<file path="config.mk">
export PLATFORM = sky130hd
export DESIGN_NAME = ring_osc_sequencer
export DESIGN_NICKNAME = d
export VERILOG_FILES = /design/src/rtl/ring_osc_sequencer.sv
export SDC_FILE = /design/constraint.sdc
export NUM_CORES = 1
export LEC_CHECK = 0
export ABC_AREA = 0
export BUFFER_PORTS_ARGS = -buffer_cell sky130_fd_sc_hd__buf_2
export CORE_MARGIN = 2
export CORE_UTILIZATION = 35
export DETAILED_ROUTE_END_ITERATION = 12
export GPL_ROUTABILITY_DRIVEN = 1
export PLACE_DENSITY_LB_ADDON = 0.12
export RECOVER_POWER = 50
export SLEW_MARGIN = 30
export SYNTH_ARGS = -nofsm -noshare
export SYNTH_HDL_FRONTEND = slang
export SYNTH_SLANG_ARGS = --single-unit
export TNS_END_PERCENT = 100
</file>
<file path="constraint.sdc">
create_clock -name clk -period 4.2 [get_ports clk]
set_input_delay 0.84 -clock clk [delete_from_list [all_inputs] [get_ports clk]]
set_output_delay 0.84 -clock clk [all_outputs]
set_load 0.1 [all_outputs]
</file>
<file path="src/rtl/ring_osc_sequencer.sv">
// Sequences a bank of enable-gated ring oscillators: enable one ring, let it settle,
// count its synchronised rising edges over a gate window, then hand the count out.
module ring_osc_sequencer #(
    parameter int NUM_RINGS = 2,
    parameter int SEL_W     = 1,
    parameter int GATE_W    = 16,
    parameter int CNT_W     = 16,
    parameter int SETTLE    = 8
) (
    input  logic                 clk,
    input  logic                 rst,
    input  logic                 start,
    input  logic [SEL_W-1:0]     ring_sel,
    input  logic [GATE_W-1:0]    gate_cycles,
    output logic [NUM_RINGS-1:0] ring_en,
    input  logic [NUM_RINGS-1:0] ring_in,
    output logic                 busy,
    output logic [CNT_W-1:0]     count,
    output logic                 overflow,
    output logic                 sel_err,
    output logic                 count_valid,
    input  logic                 count_ready
);

    localparam logic [1:0] ST_IDLE    = 2'd0;
    localparam logic [1:0] ST_SETTLE  = 2'd1;
    localparam logic [1:0] ST_MEASURE = 2'd2;
    localparam logic [1:0] ST_DONE    = 2'd3;

    localparam int SEL_N = 1 << SEL_W;
    localparam int SET_W = (SETTLE > 1) ? $clog2(SETTLE) : 1;
    // Bit i set when ring index i exists; lets a select be validated by lookup.
    localparam logic [SEL_N-1:0] SEL_OK = SEL_N'((64'd1 << NUM_RINGS) - 64'd1);

    logic [1:0]           state;
    logic [SET_W-1:0]     settle_cnt;
    logic [GATE_W-1:0]    gate_cnt;
    logic [NUM_RINGS-1:0] sync_p0, sync_p1, sync_p2;
    logic [NUM_RINGS-1:0] edges;
    logic                 hit;
    logic [CNT_W:0]       inc;

    // Returns {saturated, next_value}; the value holds at all-ones.
    function automatic logic [CNT_W:0] sat_inc(input logic [CNT_W-1:0] v);
        if (&v) return {1'b1, v};
        else    return {1'b0, v + CNT_W'(1)};
    endfunction

    // Stage p0/p1: two-flop synchroniser; stage p2: previous value for edge detect
    always_ff @(posedge clk or posedge rst) begin
        if (rst) begin
            sync_p0 <= '0;
            sync_p1 <= '0;
            sync_p2 <= '0;
        end else begin
            sync_p0 <= ring_in;
            sync_p1 <= sync_p0;
            sync_p2 <= sync_p1;
        end
    end

    assign edges = sync_p1 & ~sync_p2;
    // ring_en is the latched one-hot select, so it doubles as the edge mask.
    assign hit   = |(edges & ring_en);
    assign inc   = sat_inc(count);
    assign busy  = (state != ST_IDLE);

    always_ff @(posedge clk or posedge rst) begin
        if (rst) begin
            state       <= ST_IDLE;
            ring_en     <= '0;
            count       <= '0;
            overflow    <= 1'b0;
            sel_err     <= 1'b0;
            count_valid <= 1'b0;
            settle_cnt  <= '0;
            gate_cnt    <= '0;
        end else begin
            case (state)
                ST_IDLE: begin
                    if (start) begin
                        count    <= '0;
                        overflow <= 1'b0;
                        if (SEL_OK[ring_sel]) begin
                            sel_err    <= 1'b0;
                            ring_en    <= NUM_RINGS'(1) << ring_sel;
                            settle_cnt <= SET_W'(SETTLE - 1);
                            gate_cnt   <= gate_cycles;
                            state      <= ST_SETTLE;
                        end else begin
                            sel_err     <= 1'b1;
                            count_valid <= 1'b1;
                            state       <= ST_DONE;
                        end
                    end
                end
                ST_SETTLE: begin
                    if (settle_cnt == '0) begin
                        if (gate_cnt == '0) begin
                            ring_en     <= '0;
                            count_valid <= 1'b1;
                            state       <= ST_DONE;
                        end else begin
                            state <= ST_MEASURE;
                        end
                    end else begin
                        settle_cnt <= settle_cnt - SET_W'(1);
                    end
                end
                ST_MEASURE: begin
                    if (hit) begin
                        count <= inc[CNT_W-1:0];
                        if (inc[CNT_W]) overflow <= 1'b1;
                    end
                    gate_cnt <= gate_cnt - GATE_W'(1);
                    if (gate_cnt == GATE_W'(1)) begin
                        ring_en     <= '0;
                        count_valid <= 1'b1;
                        state       <= ST_DONE;
                    end
                end
                ST_DONE: begin
                    if (count_ready) begin
                        count_valid <= 1'b0;
                        state       <= ST_IDLE;
                    end
                end
                default: state <= ST_IDLE;
            endcase
        end
    end

endmodule

</file>
## Word-level counts from Yosys, hierarchy flattened

Index checks and enable logic that the tools add are counted.

| storage, ports and cells | value |
|---|---|
| input bits | 23 |
| output and inout bits | 22 |
| word-level logic and storage cells | 88 |
| register bits after elaboration | 48 |

| operators by class | value |
|---|---|
| add/subtract/negate cells | 3 |
| equal/unequal tests | 15 |
| $lt $le $gt $ge | 1 |
| bitwise gates (word level) | 3 |
| reduce and logical (&&, ||, !) cells | 17 |
| muxes and demuxes | 37 |
| shift-type cells | 1 |

Operator list:

| operator | number |
|---|---|
| $mux W16 | 4 |
| $pmux W16 S2 | 2 |
| $ne A2 B2 Y1 const B | 11 |
| $mux W2 | 10 |
| $mux W17 | 1 |
| $add A16 B1 Y16 const B | 1 |
| $eq A16 B1 Y1 const B | 1 |
| $logic_not A16 Y1 | 1 |
| $reduce_and A16 Y1 | 1 |
| $reduce_and A4 Y1 | 4 |
| $sub A16 B1 Y16 const B | 1 |
| $mux W1 | 12 |
| $reduce_and A6 Y1 | 2 |
| $mux W3 | 3 |
| $pmux W2 S4 | 1 |
| $pmux W2 S3 | 1 |
| $pmux W3 S2 | 1 |
| $reduce_bool A2 Y1 | 3 |
| $and A2 B2 Y2 | 2 |
| $eq A2 B2 Y1 const B | 2 |
| $pmux W1 S4 | 1 |
| $logic_not A3 Y1 | 1 |
| $reduce_and A3 Y1 | 1 |
| $reduce_bool A3 Y1 | 1 |
| 9 further kinds | 9 |

## Logic depth before layout (Yosys ltp)

Gate-level depths: netlist (run 1).

| depth | value |
|---|---|
| depth after elaboration | 6 |
| depth in mapped cells | 9 |
| mapped depth without buffers | 8 |

## Worst setup path after synthesis (run 1)

Ideal clock, no wire load.

| path | value |
|---|---|
| kind | register -> register |
| start point | reg count[0] |
| end point | reg count[7] |
| arrival time | 2457 ps |
| cell stages (with the launch flop) | 7 |
| slack | 1611 ps |
| clock period less this slack | 2589 ps |
| required time | 4068 ps |
| cells stage by stage | dfrtp_1 ha_1 nand3_1 or4_1 o2111ai_1 xor2_1 nor2_1 |

| between the ends | value |
|---|---|
| word-level cells in the longest chain between the ends | 4 |
| elaborated cells on any way between the ends | 7 |
| those cells by class | add/sub: 1; eq/ne: 1; mux: 3; reduce/logical: 2 |

Ends and longest elaborated chain:

| item | RTL line | text |
|---|---|---|
| start, declared | 18 | `output logic [CNT_W-1:0] count,` |
| start signal, assigned | 112 | `count <= inc[CNT_W-1:0];` |
| $add A16 B1 Y16 | 46 | `else return {1'b0, v + CNT_W'(1)};` |
| $mux W17 | 45 | `if (&v) return {1'b1, v};` |
| $mux W16 | 111 | `if (hit) begin` |
| $pmux W16 S2 | 79 | `case (state)` |

Parallel ways exist; a longest one is shown, timed or not. The select of a mux whose other input is x is not followed.
A chain may end at the register's enable or synchronous reset.

## Final worst setup path (run 1)

| path | value |
|---|---|
| start point | reg state[0] |
| end point | reg gate_cnt[11] |

| between the ends | value |
|---|---|
| word-level cells in the longest chain between the ends | 3 |
| elaborated cells on any way between the ends | 7 |
| those cells by class | eq/ne: 3; mux: 1; reduce/logical: 3 |

Ends and longest elaborated chain:

| item | RTL line | text |
|---|---|---|
| start, declared | 35 | `logic [1:0] state;` |
| start signal, assigned | 70 | `state <= ST_IDLE;` |
| start signal, assigned | 89 | `state <= ST_SETTLE;` |
| start signal, assigned | 93 | `state <= ST_DONE;` |
| $eq A2 B2 Y1 or $logic_not A2 Y1 (tied branches) | 79 |  |
| $reduce_bool A2 Y1 (no source line) or $ne A2 B2 Y1 (tied branches) | n/a |  |
| $reduce_and A3 Y1 (no source line) | n/a |  |
| end signal, assigned | 88 | `gate_cnt <= gate_cycles;` |
| end signal, assigned | 115 | `gate_cnt <= gate_cnt - GATE_W'(1);` |
| end, declared | 37 | `logic [GATE_W-1:0] gate_cnt;` |

Parallel ways exist; a longest one is shown, timed or not.

==> run summary, run 1 <==
=====================================================================================
Clock root buffer                                                        sky130_fd_sc_hd__clkbuf_8
Reg2Reg Capture Point                                                    gate_cnt[11]$_DFFE_PP0P_
FMAX                                                                        342.9 MHz
Layout overhead on the synthesized area                                        14.94%
Leading register cell type out of synthesis                              sky130_fd_sc_hd__dfrtp_1
Setup TNS                                                                        0 ps
Slowest stage delay, CP                                                        790 ps
Commonest non-fill, non-tap cell in the layout                           sky130_fd_sc_hd__dfrtp_1
WL/cell                                                                  14.06 microns
Post-detailed-route DRC marker count                                                0
1st-iter DRT viols                                                                 77
Number of cells on the critical path                                                6
Vias per Instance                                                               5.228
GRT Overall Usage                                                              15.64%
Slowest-stage cell, CP                                                   sky130_fd_sc_hd__mux2_1
Min Hold Slack                                                               353.1 ps
P per Cell Area                                                          663.9 nW/um^2
CP Capture Point                                                         gate_cnt[11]$_DFFE_PP0P_
Worst r2r path cells                                                                6
Data arrival time at the worst-slack endpoint                                 3080 ps
Max-Cap Viols                                                                       1
Kind of end point of the critical path                                      flip-flop
Final Hold Viols                                                                    0
DRT Pass-1 Iters                                                                    4
Hold path startpoint                                                     sync_p0[1]$_DFF_PP0_
Number of synthesized flops with an enable pin                                      0
Antenna violations before repair                                                    0
Number of standard cells after synthesis                                          291
Critical path class                                                      flip-flop to flip-flop
Setup slack of the worst register-to-register path                            1280 ps
Avg Synthesized Cell Area                                                 9.236 sq um
Vias in the first global route                                                  2,262
Total of hold buffers inserted after clock tree synthesis                           0
Clock-pin slew of the registers on the worst-case setup and hold paths          90 ps
Fill cells                                                                        759
Clock Path Buffers                                                                  2
Worst r2r src                                                            state[0]$_DFFE_PP0P_
Critical path launch point                                               state[0]$_DFFE_PP0P_
Leakage power                                                             0.001343 uW
Top Ports                                                                          45
Number of unique standard cell types used by synthesis                             53
Buffer count from post-CTS setup fixing                                             0
Nets                                                                              366
Sum of routed wire length over all layers                                6100 microns
Max VDD drop                                                                 222.8 uV
Finished Cell Area                                                         3089 sq um
Met2 routing resource usage after global routing                               25.31%
Final critical-path required period                                           2916 ps
Cell area after synthesis                                                  2688 sq um
Number of cells after detailed placement                                          426
Period utilization                                                             69.44%
Violated checks                                                          max-capacitance violations, max-slew violations
Total CTS buffers                                                                   5
Setup repair after global routing missed its margin                             false
Run status                                                               complete, but fails checks
Global routing usage on met3                                                   2.958%
Number of flip-flops and latches in the synthesized netlist                        47
Synth warn                                                                          0
Asr flop ratio synth                                                           100.0%
Critical path's top delay family                                         multiplexers
Worst hold path class                                                    flip-flop to flip-flop
Htree depth                                                                         2
CP Data Required Time                                                         4360 ps
Worst-case headroom to the max-slew limit                                     -37.72%
First-pass GRT wire length                                               10,760 microns
Gr ovfl total                                                                       0
Clock insertion delay at the later pin of the skew report                      300 ps
Die width                                                                91.63 microns
Post-CTS resize count                                                               0
Buffers & Inverters on Critical Path                                                1
Nets in the synthesized netlist                                                   323
Pin count of the biggest net entering global routing                               48
Core region area                                                           7331 sq um
Antenna diode count                                                                 0
Most used routing layer in global routing                                        met2
Total Die Area                                                             8396 sq um
Count of buffers inserted at the top-level ports                                   43
Ordered list of cells on the worst path                                  inv_1 -> ha_1 -> mux2_1 -> nand2_1 -> o22ai_1 -> a21oi_1
Routability-driven placement congestion ratio                                  0.7411
Initial core utilization                                                       36.66%
Commonest non-fill, non-tap cells in the layout                          sky130_fd_sc_hd__dfrtp_1, sky130_fd_sc_hd__buf_2, sky130_fd_sc_hd__nor2_1
Y dimension of the die                                                   91.63 microns
Final max-slew violation count                                                     48
Met1 GRT Util                                                                  21.60%
Total clock sinks                                                                  47
Count of antenna-violating nets left after detailed routing                         0
Number of setup violations in the final report                                      0
Sequential fraction of the synthesis area                                      43.76%
Worst-case clock skew                                                        10.07 ps
Area taken by flip-flops and latches                                       1176 sq um
Kind of start point of the critical path                                    flip-flop
Biggest fanout along the worst timing path                                         27
Layout cell share with drive strength beyond 1                                 18.81%
CTS tree                                                                          yes
Post-DP Area                                                               2990 sq um
Standard-cell rows                                                                 31
Final core area utilization                                                    42.14%
HPWL Detailed                                                            4524 microns
Area occupied by multi-input gates                                         1390 sq um
Worst-margin pin slew                                                         2054 ps
Number of standard cells in the layout, taps in and fillers out                   434
Total vias in the final route                                                   2,269
=====================================================================================
-- power breakdown --
part | internal (uW) | total [uW] | switching [uW]
Sequential | 583 | 750 | 167
Clock | 150 | 302 | 152
Combinational | 333 | 999 | 665
-- per-layer routing --
layer  vias up  share of wire [%]
met3         6                3.2
li1       1141                  -
met4         0                1.1
met5         -                  0
met2        38                 48
met1      1084                 48
-- cell usage after synthesis (4+ instances only) --
cell type	number	area share, %
sky130_fd_sc_hd__dfrtp_1	47	44
sky130_fd_sc_hd__nor2_1	35	4.9
sky130_fd_sc_hd__nand2_1	27	3.8
sky130_fd_sc_hd__a21oi_1	23	4.3
sky130_fd_sc_hd__inv_1	12	1.7
sky130_fd_sc_hd__o21ai_0	12	2.2
sky130_fd_sc_hd__o22ai_1	11	2.6
sky130_fd_sc_hd__nand3_1	10	1.9
sky130_fd_sc_hd__xor2_1	10	3.3
sky130_fd_sc_hd__ha_1	9	4.2
sky130_fd_sc_hd__clkbuf_1	8	1.1
sky130_fd_sc_hd__nand4_1	8	1.9
sky130_fd_sc_hd__o2111ai_1	7	2.3
sky130_fd_sc_hd__and2_1	5	1.2
sky130_fd_sc_hd__nor4_1	5	1.2
sky130_fd_sc_hd__o21ai_1	5	0.93
sky130_fd_sc_hd__mux2i_1	4	1.5
sky130_fd_sc_hd__o211ai_1	4	1.1
-- worst min-delay path by stage --
stage	to	slack, ps	cells after the start
floorplan	sync_p1[0]$_DFF_PP0_	330	0
global placement	sync_p1[0]$_DFF_PP0_	330	0
detailed placement	sync_p1[1]$_DFF_PP0_	330	0
CTS	sync_p1[1]$_DFF_PP0_	360	0
global route	sync_p1[1]$_DFF_PP0_	360	0
finish	sync_p1[1]$_DFF_PP0_	350	0
-- state kept, by name (all words and copies together) (netlist names) --
register     flops
overflow         1
state            2
settle_cnt       3
sync_p2          2
sync_p0          2
count_valid      1
gate_cnt        16
ring_en          2
sync_p1          2
count           16
-- per-stage QoR --
| step | setup WS (ps) | power [uW] |
|---|---|---|
| 5_1_grt | 1067 | 2234 |
| 3_3_place_gp | 1631 | 1767 |
| 6_report | 1284 | 2051 |
| 2_1_floorplan | 1611 | 1559 |
| 4_1_cts | 1578 | 2094 |
| 3_5_place_dp | 1581 | 1782 |
-- cell type report --
type                            instances  share of cell area (%)
Sequential cell                        47                   38.07
Multi-Input combinational cell        220                   45.00
Tap cell                               99                   4.010
Clock inverter                          1                  0.2430
Timing Repair Buffer                   47                   7.938
Inverter                               13                   1.620
Clock buffer                            7                   3.119
-- cells by family after synthesis --
family | Yosys count | synth area share [%]
other | 1 | 0.1395
adder cells (fa/ha/maj) | 9 | 4.190
XOR/XNOR | 10 | 3.259
AO/OA/AOI/OAI | 76 | 17.74
buffers and inverters | 24 | 4.376
AND/OR/NAND/NOR | 116 | 23.14
flip-flops | 47 | 43.76
multiplexers | 8 | 3.398
No activity file was read; power rests on OpenSTA's default activity.
==> run 2: changes to the inputs <==
==> constraint.sdc (replaced) <==
create_clock -name clk -period 2.58 [get_ports clk]
set_input_delay 0.516 -clock clk [delete_from_list [all_inputs] [get_ports clk]]
set_output_delay 0.516 -clock clk [all_outputs]
set_load 0.1 [all_outputs]
==> run summary, run 2 (same netlist as run 1, synthesis figures left out) <==
=====================================================================================
First-pass GRT wire length                                               10,760 microns   unchanged
Y dimension of the die                                                   91.63 microns   unchanged
Total CTS buffers                                                                   5   unchanged
Commonest non-fill, non-tap cells in the layout                          sky130_fd_sc_hd__dfrtp_1, sky130_fd_sc_hd__buf_2, sky130_fd_sc_hd__nor2_1
Slowest-stage cell, CP                                                   sky130_fd_sc_hd__dfrtp_1
CP Capture Point                                                         count[15]$_DFFE_PP0P_
Buffers & Inverters on Critical Path                                                2   +1
Total of hold buffers inserted after clock tree synthesis                           0   unchanged
Gr ovfl total                                                                       0   unchanged
Standard-cell rows                                                                 31   unchanged
Post-detailed-route DRC marker count                                                0   unchanged
Final critical-path required period                                           2210 ps   -706.6 ps
Part of the total power dissipated in the clock network                         13.7%   -1.0 points
Clock-pin slew of the registers on the worst-case setup and hold paths          90 ps   about the same
GRT Overall Usage                                                              15.80%   +0.15 points
Core region area                                                           7331 sq um   unchanged
Final max-slew violation count                                                      0   -100%
Reg2Reg Capture Point                                                    count[15]$_DFFE_PP0P_
Max VDD drop                                                                 291.3 uV   +31%
Setup slack of the worst register-to-register path                             370 ps   -910 ps
Count of buffers inserted at the top-level ports                                   43   unchanged
Vias in the first global route                                                  2,274   +0.53%
Worst-case clock skew                                                        6.207 ps   -3.858 ps
Top flop regs                                                            count (16), gate_cnt (16), settle_cnt (3)
Top Ports                                                                          45   unchanged
Data arrival time at the worst-slack endpoint                                 2450 ps   -630 ps
Most used routing layer in global routing                                        met2
Layout overhead on the synthesized area                                        16.06%
Worst r2r path cells                                                                8   +2
Met2 routing resource usage after global routing                               25.18%   -0.12 points
Worst-case headroom to the max-slew limit                                      21.68%   +59 points
Psw                                                                           1653 uW   +68%
Leakage power                                                             0.001361 uW   +1.3%
Number of cells on the critical path                                                8   +2
Total Die Area                                                             8396 sq um   unchanged
Post-CTS resize count                                                               0   unchanged
Ordered list of cells on the worst path                                  inv_1 -> ha_1 -> mux2i_2 -> a31oi_1 -> buf_4 -> o2111ai_1 -> or3_1 -> a21oi_1
Proportion of power drawn by combinational gates                                49.8%   +1.1 points
Period utilization                                                             85.65%   +16 points
Kind of start point of the critical path                                    flip-flop
Final core area utilization                                                    42.55%   +0.41 points
Biggest fanout along the worst timing path                                         13   -52%
Seq pwr share                                                                   36.5%   about the same
Clock root buffer                                                        sky130_fd_sc_hd__clkbuf_8
Pin count of the biggest net entering global routing                               48   unchanged
HPWL Detailed                                                            4637 microns   +2.5%
Nets                                                                              372   +1.6%
Met1 GRT Util                                                                  22.06%   +0.46 points
Switching part of the total                                                    48.87%   +0.85 points
Htree depth                                                                         2   unchanged
Total clock sinks                                                                  47   unchanged
Worst-margin pin slew                                                         1175 ps   -879.7 ps
Die width                                                                91.63 microns   unchanged
Clock Path Buffers                                                                  2   unchanged
Slowest stage delay, CP                                                        410 ps   -380 ps
Global routing usage on met3                                                   2.712%   -0.25 points
P per Cell Area                                                          1084 nW/um^2   +63%
Initial core utilization                                                       36.66%   unchanged
Commonest non-fill, non-tap cell in the layout                           sky130_fd_sc_hd__dfrtp_1
Total vias in the final route                                                   2,330   +2.7%
Max-Cap Viols                                                                       0   -1
Antenna diode count                                                                 0   unchanged
DRT Pass-1 Iters                                                                    4   unchanged
Number of setup violations in the final report                                      0   unchanged
Critical path class                                                      flip-flop to flip-flop
Layout cell share with drive strength beyond 1                                 19.65%   +0.84 points
Buffer count from post-CTS setup fixing                                             0   unchanged
Number of cells after detailed placement                                          432   +1.4%
Final Hold Viols                                                                    0   unchanged
Setup TNS                                                                        0 ps   unchanged
CTS tree                                                                          yes
WL/cell                                                                  14.41 microns   +2.5%
Worst r2r src                                                            state[0]$_DFFE_PP0P_
Worst hold path class                                                    primary input to flip-flop
Internal power                                                                1729 uW   +62%
Count of antenna-violating nets left after detailed routing                         0   unchanged
CP Data Required Time                                                         2820 ps   -1540 ps
Routability-driven placement congestion ratio                                  0.8407   +13%
1st-iter DRT viols                                                                 76   -1.3%
Critical path's top delay family                                         compound AO/OA/AOI/OAI gates
Critical path launch point                                               state[0]$_DFFE_PP0P_
Clock insertion delay at the later pin of the skew report                      300 ps   about the same
Antenna violations before repair                                                    0   unchanged
Sum of routed wire length over all layers                                6341 microns   +4.0%
Setup repair after global routing missed its margin                             false
FMAX                                                                        452.5 MHz   +32%
Overall Power                                                                 3382 uW   +65%
Kind of end point of the critical path                                      flip-flop
Run status                                                                  completed
Vias per Instance                                                               5.295   +1.3%
Number of standard cells in the layout, taps in and fillers out                   440   +1.4%
=====================================================================================
-- run 2: worst register-to-register path, delay by kind of cell, from the launching register on --
kind / cells / cell delay, ps
adder cells (fa/ha/maj): 1 / 310
buffers and inverters: 2 / 320
AND/OR/NAND/NOR: 1 / 380
multiplexers: 1 / 200
flip-flops: 1 / 410
AO/OA/AOI/OAI: 3 / 530
-- run 2: power by group through the flow --
stage	clock, uW	combinational (uW)	sequential [uW]
floorplan	0	1130	1410
global placement	0	1680	1240
detailed placement	0	1700	1250
CTS	490	1710	1230
global route	523	1880	1270
finish	464	1680	1230
-- run 2: final cells by class --
class | count | area [sq um]
Clock buffer | 5 | 68.82
Sequential cell | 47 | 1179
Fill cell | 747 | 4212
Tap cell | 99 | 123.9
Inverter | 13 | 48.80
Timing Repair Buffer | 53 | 282.8
Clock inverter | 3 | 22.52
Multi-Input combinational cell | 220 | 1394
-- run 2: worst min path at each step --
stage	slack (ps)	cells past startpoint	to	from
6_report	310	1	sync_p0[0]$_DFF_PP0_	ring_in[0]
5_1_grt	290	1	sync_p0[0]$_DFF_PP0_	ring_in[0]
4_1_cts	300	1	sync_p0[0]$_DFF_PP0_	ring_in[0]
3_5_place_dp	340	0	sync_p1[0]$_DFF_PP0_	sync_p0[0]$_DFF_PP0_
3_3_place_gp	330	0	sync_p1[1]$_DFF_PP0_	sync_p0[1]$_DFF_PP0_
2_1_floorplan	330	0	sync_p1[0]$_DFF_PP0_	sync_p0[0]$_DFF_PP0_
-- run 2: metrics by stage --
stage | setup WS (ps) | area (sq um) | hold slack, ps
6_report | 370.3 | 3119 | 312.7
5_1_grt | 171.5 | 3119 | 293.2
4_1_cts | 341.9 | 3127 | 296.3
3_5_place_dp | 383.2 | 3035 | 335.5
3_3_place_gp | 436.7 | 3035 | 333.2
2_1_floorplan | 74.32 | 2690 | 331.2
-- run 2: routing by layer --
| metal | share of wire [%] | routed length [microns] |
|---|---|---|
| met5 | 0 | 0 |
| met4 | 0.87 | 55 |
| met3 | 3.8 | 244 |
| met2 | 46 | 2892 |
| met1 | 50 | 3148 |
==> run 3: changes to the inputs <==
--- a/config.mk
+++ b/config.mk
@@ -8,7 +8,7 @@
 export ABC_AREA = 0
 export BUFFER_PORTS_ARGS = -buffer_cell sky130_fd_sc_hd__buf_2
 export CORE_MARGIN = 2
-export CORE_UTILIZATION = 35
+export CORE_UTILIZATION = 56
 export DETAILED_ROUTE_END_ITERATION = 12
 export GPL_ROUTABILITY_DRIVEN = 1
 export PLACE_DENSITY_LB_ADDON = 0.12
==> constraint.sdc (replaced) <==
create_clock -name clk -period 2.42 [get_ports clk]
set_input_delay 0.484 -clock clk [delete_from_list [all_inputs] [get_ports clk]]
set_output_delay 0.484 -clock clk [all_outputs]
set_load 0.1 [all_outputs]
==> run summary, run 3 (same netlist as run 1, synthesis figures left out) <==
=====================================================================================
Kind of start point of the critical path                                    flip-flop
Die width                                                                73.28 microns   -20%
FMAX                                                                        447.8 MHz
Kind of end point of the critical path                                     output pin
Setup TNS                                                                        0 ps   unchanged
HPWL Detailed                                                            4373 microns   -5.7%
Total CTS buffers                                                                   5   unchanged
Leakage power                                                             0.001379 uW   +1.3%
WL/cell                                                                  14.82 microns   +2.8%
Gr ovfl total                                                                       0   unchanged
1st-iter DRT viols                                                                186   +140%
Worst-margin pin slew                                                         1181 ps   +5.943 ps
Worst hold path class                                                    primary input to async pin
Standard-cell rows                                                                 25   -19%
Routability-driven placement congestion ratio                                  0.8456   +0.58%
Commonest non-fill, non-tap cells in the layout                          sky130_fd_sc_hd__dfrtp_1, sky130_fd_sc_hd__buf_2, sky130_fd_sc_hd__nor2_1
Final Worst Setup Slack                                                      186.6 ps   -183.7 ps
Vias per Instance                                                               5.910   +12%
Count of buffers inserted at the top-level ports                                   43   unchanged
Pin count of the biggest net entering global routing                               23   -52%
Final max-slew violation count                                                      0   unchanged
CP Data Required Time                                                         1940 ps   -880 ps
Antenna violations before repair                                                    0   unchanged
Final Hold Viols                                                                    0   unchanged
Antenna diode count                                                                 0   unchanged
Worst-case headroom to the max-slew limit                                      21.29%   -0.40 points
Clock root buffer                                                        sky130_fd_sc_hd__clkbuf_8
Buffer count from post-CTS setup fixing                                             0   unchanged
CTS tree                                                                          yes
Htree depth                                                                         2   unchanged
Layout cell share with drive strength beyond 1                                 22.25%   +2.6 points
Fill cells                                                                        382   -49%
Total Die Area                                                             5369 sq um   -36%
Worst-case clock skew                                                        5.887 ps   -0.3207 ps
Buffers & Inverters on Critical Path                                                4   +2
Top flop regs                                                            count (16), gate_cnt (16), settle_cnt (3)
First-pass GRT wire length                                               10,040 microns   -6.7%
Critical path's top delay family                                         buffers and inverters
Clock insertion delay at the later pin of the skew report                      310 ps   about the same
Period utilization                                                             92.29%
Count of antenna-violating nets left after detailed routing                         0   unchanged
Setup repair after global routing missed its margin                             false
Final critical-path required period                                           2233 ps
Final core area utilization                                                    67.25%   +25 points
Post-CTS resize count                                                               0   unchanged
Total vias in the final route                                                   2,364   +1.5%
Sum of routed wire length over all layers                                5928 microns   -6.5%
Run status                                                                  completed
Clock-pin slew of the registers on the worst-case setup and hold paths          90 ps   about the same
Slowest-stage cell, CP                                                   sky130_fd_sc_hd__buf_2
Slowest stage delay, CP                                                        430 ps   +20 ps
Total clock sinks                                                                  47   unchanged
Core region area                                                           4661 sq um   -36%
DRT Pass-1 Iters                                                                    4   unchanged
Overall Power                                                                 3749 uW   +11%
Post-detailed-route DRC marker count                                                0   unchanged
Critical Path Most Common Cell                                           sky130_fd_sc_hd__inv_1
Vias in the first global route                                                  2,136   -6.1%
Worst setup slack after placement                                            179.8 ps   -203.4 ps
Max-Cap Viols                                                                       0   unchanged
Y dimension of the die                                                   73.28 microns   -20%
P per Cell Area                                                          1196 nW/um^2   +10%
Clock Path Buffers                                                                  2   unchanged
Number of setup violations in the final report                                      0   unchanged
Critical path class                                                      flip-flop to output pin
Biggest fanout along the worst timing path                                          6   -7
Top Ports                                                                          45   unchanged
GRT Overall Usage                                                              23.98%   +8.2 points
Ordered list of cells on the worst path                                  inv_1 -> ha_1 -> buf_4 -> inv_1 -> buf_2
Max VDD drop                                                                 787.9 uV   +170%
Initial core utilization                                                       57.66%   +21 points
Nets                                                                              377   +1.3%
Total of hold buffers inserted after clock tree synthesis                           0   unchanged
Data arrival time at the worst-slack endpoint                                 1750 ps   -700 ps
Layout overhead on the synthesized area                                        16.62%
=====================================================================================
## run 3: changes by cell type in the layout (fill, tap and decap cells not counted), sizes merged
cell	change
inv	-1
bufinv	+1
buf	+4
clkbuf	+1
## run 3: final timing paths
| kind | from | endpoint | slack, ps | cells after the start |
|---|---|---|---|---|
| setup reg to reg | state[0]$_DFFE_PP0P_ | count[14]$_DFFE_PP0P_ | 190 | 7 |
| setup / recovery | state[0]$_DFFE_PP0P_ | busy | 190 | 5 |
| max in group asynchronous | rst | count[9]$_DFFE_PP0P_ | 730 | 3 |
| min in group clk | ring_in[0] | sync_p0[0]$_DFF_PP0_ | 270 | 1 |
| hold / removal | rst | count[13]$_DFFE_PP0P_ | 170 | 2 |
| hold reg to reg | sync_p0[0]$_DFF_PP0_ | sync_p1[0]$_DFF_PP0_ | 360 | 0 |
## run 3: power breakdown
group	switching, uW	internal [uW]
sequential	295	1010
combinational	1190	651
clock	291	313
## run 3: routing by layer
metal | vias up | track usage [%] | wire (microns)
met4 | 0 | 8.436 | 106
met2 | 63 | 35.54 | 2725
met1 | 1121 | 34.22 | 2794
met3 | 12 | 5.898 | 302
met5 | - | 0 | 0
li1 | 1168 | - | -
## run 3: area by class of cell
class                           instances  area, sq um  area share [%]
Clock buffer                            5        68.82           2.196
Clock inverter                          3        47.55           1.517
Inverter                               13        48.80           1.557
Multi-Input combinational cell        220         1400           44.67
Sequential cell                        47         1186           37.84
Tap cell                               54        67.56           2.156
Timing Repair Buffer                   58        315.3           10.06
## run 3: per-stage QoR
stage,instance area [sq um],hold WS [ps],cells
2_1_floorplan,2698,331.2,291
3_3_place_gp,3024,334.4,392
6_report,3134,165.9,400
5_1_grt,3134,199.4,400
3_5_place_dp,3024,340.3,392
4_1_cts,3141,93.23,400
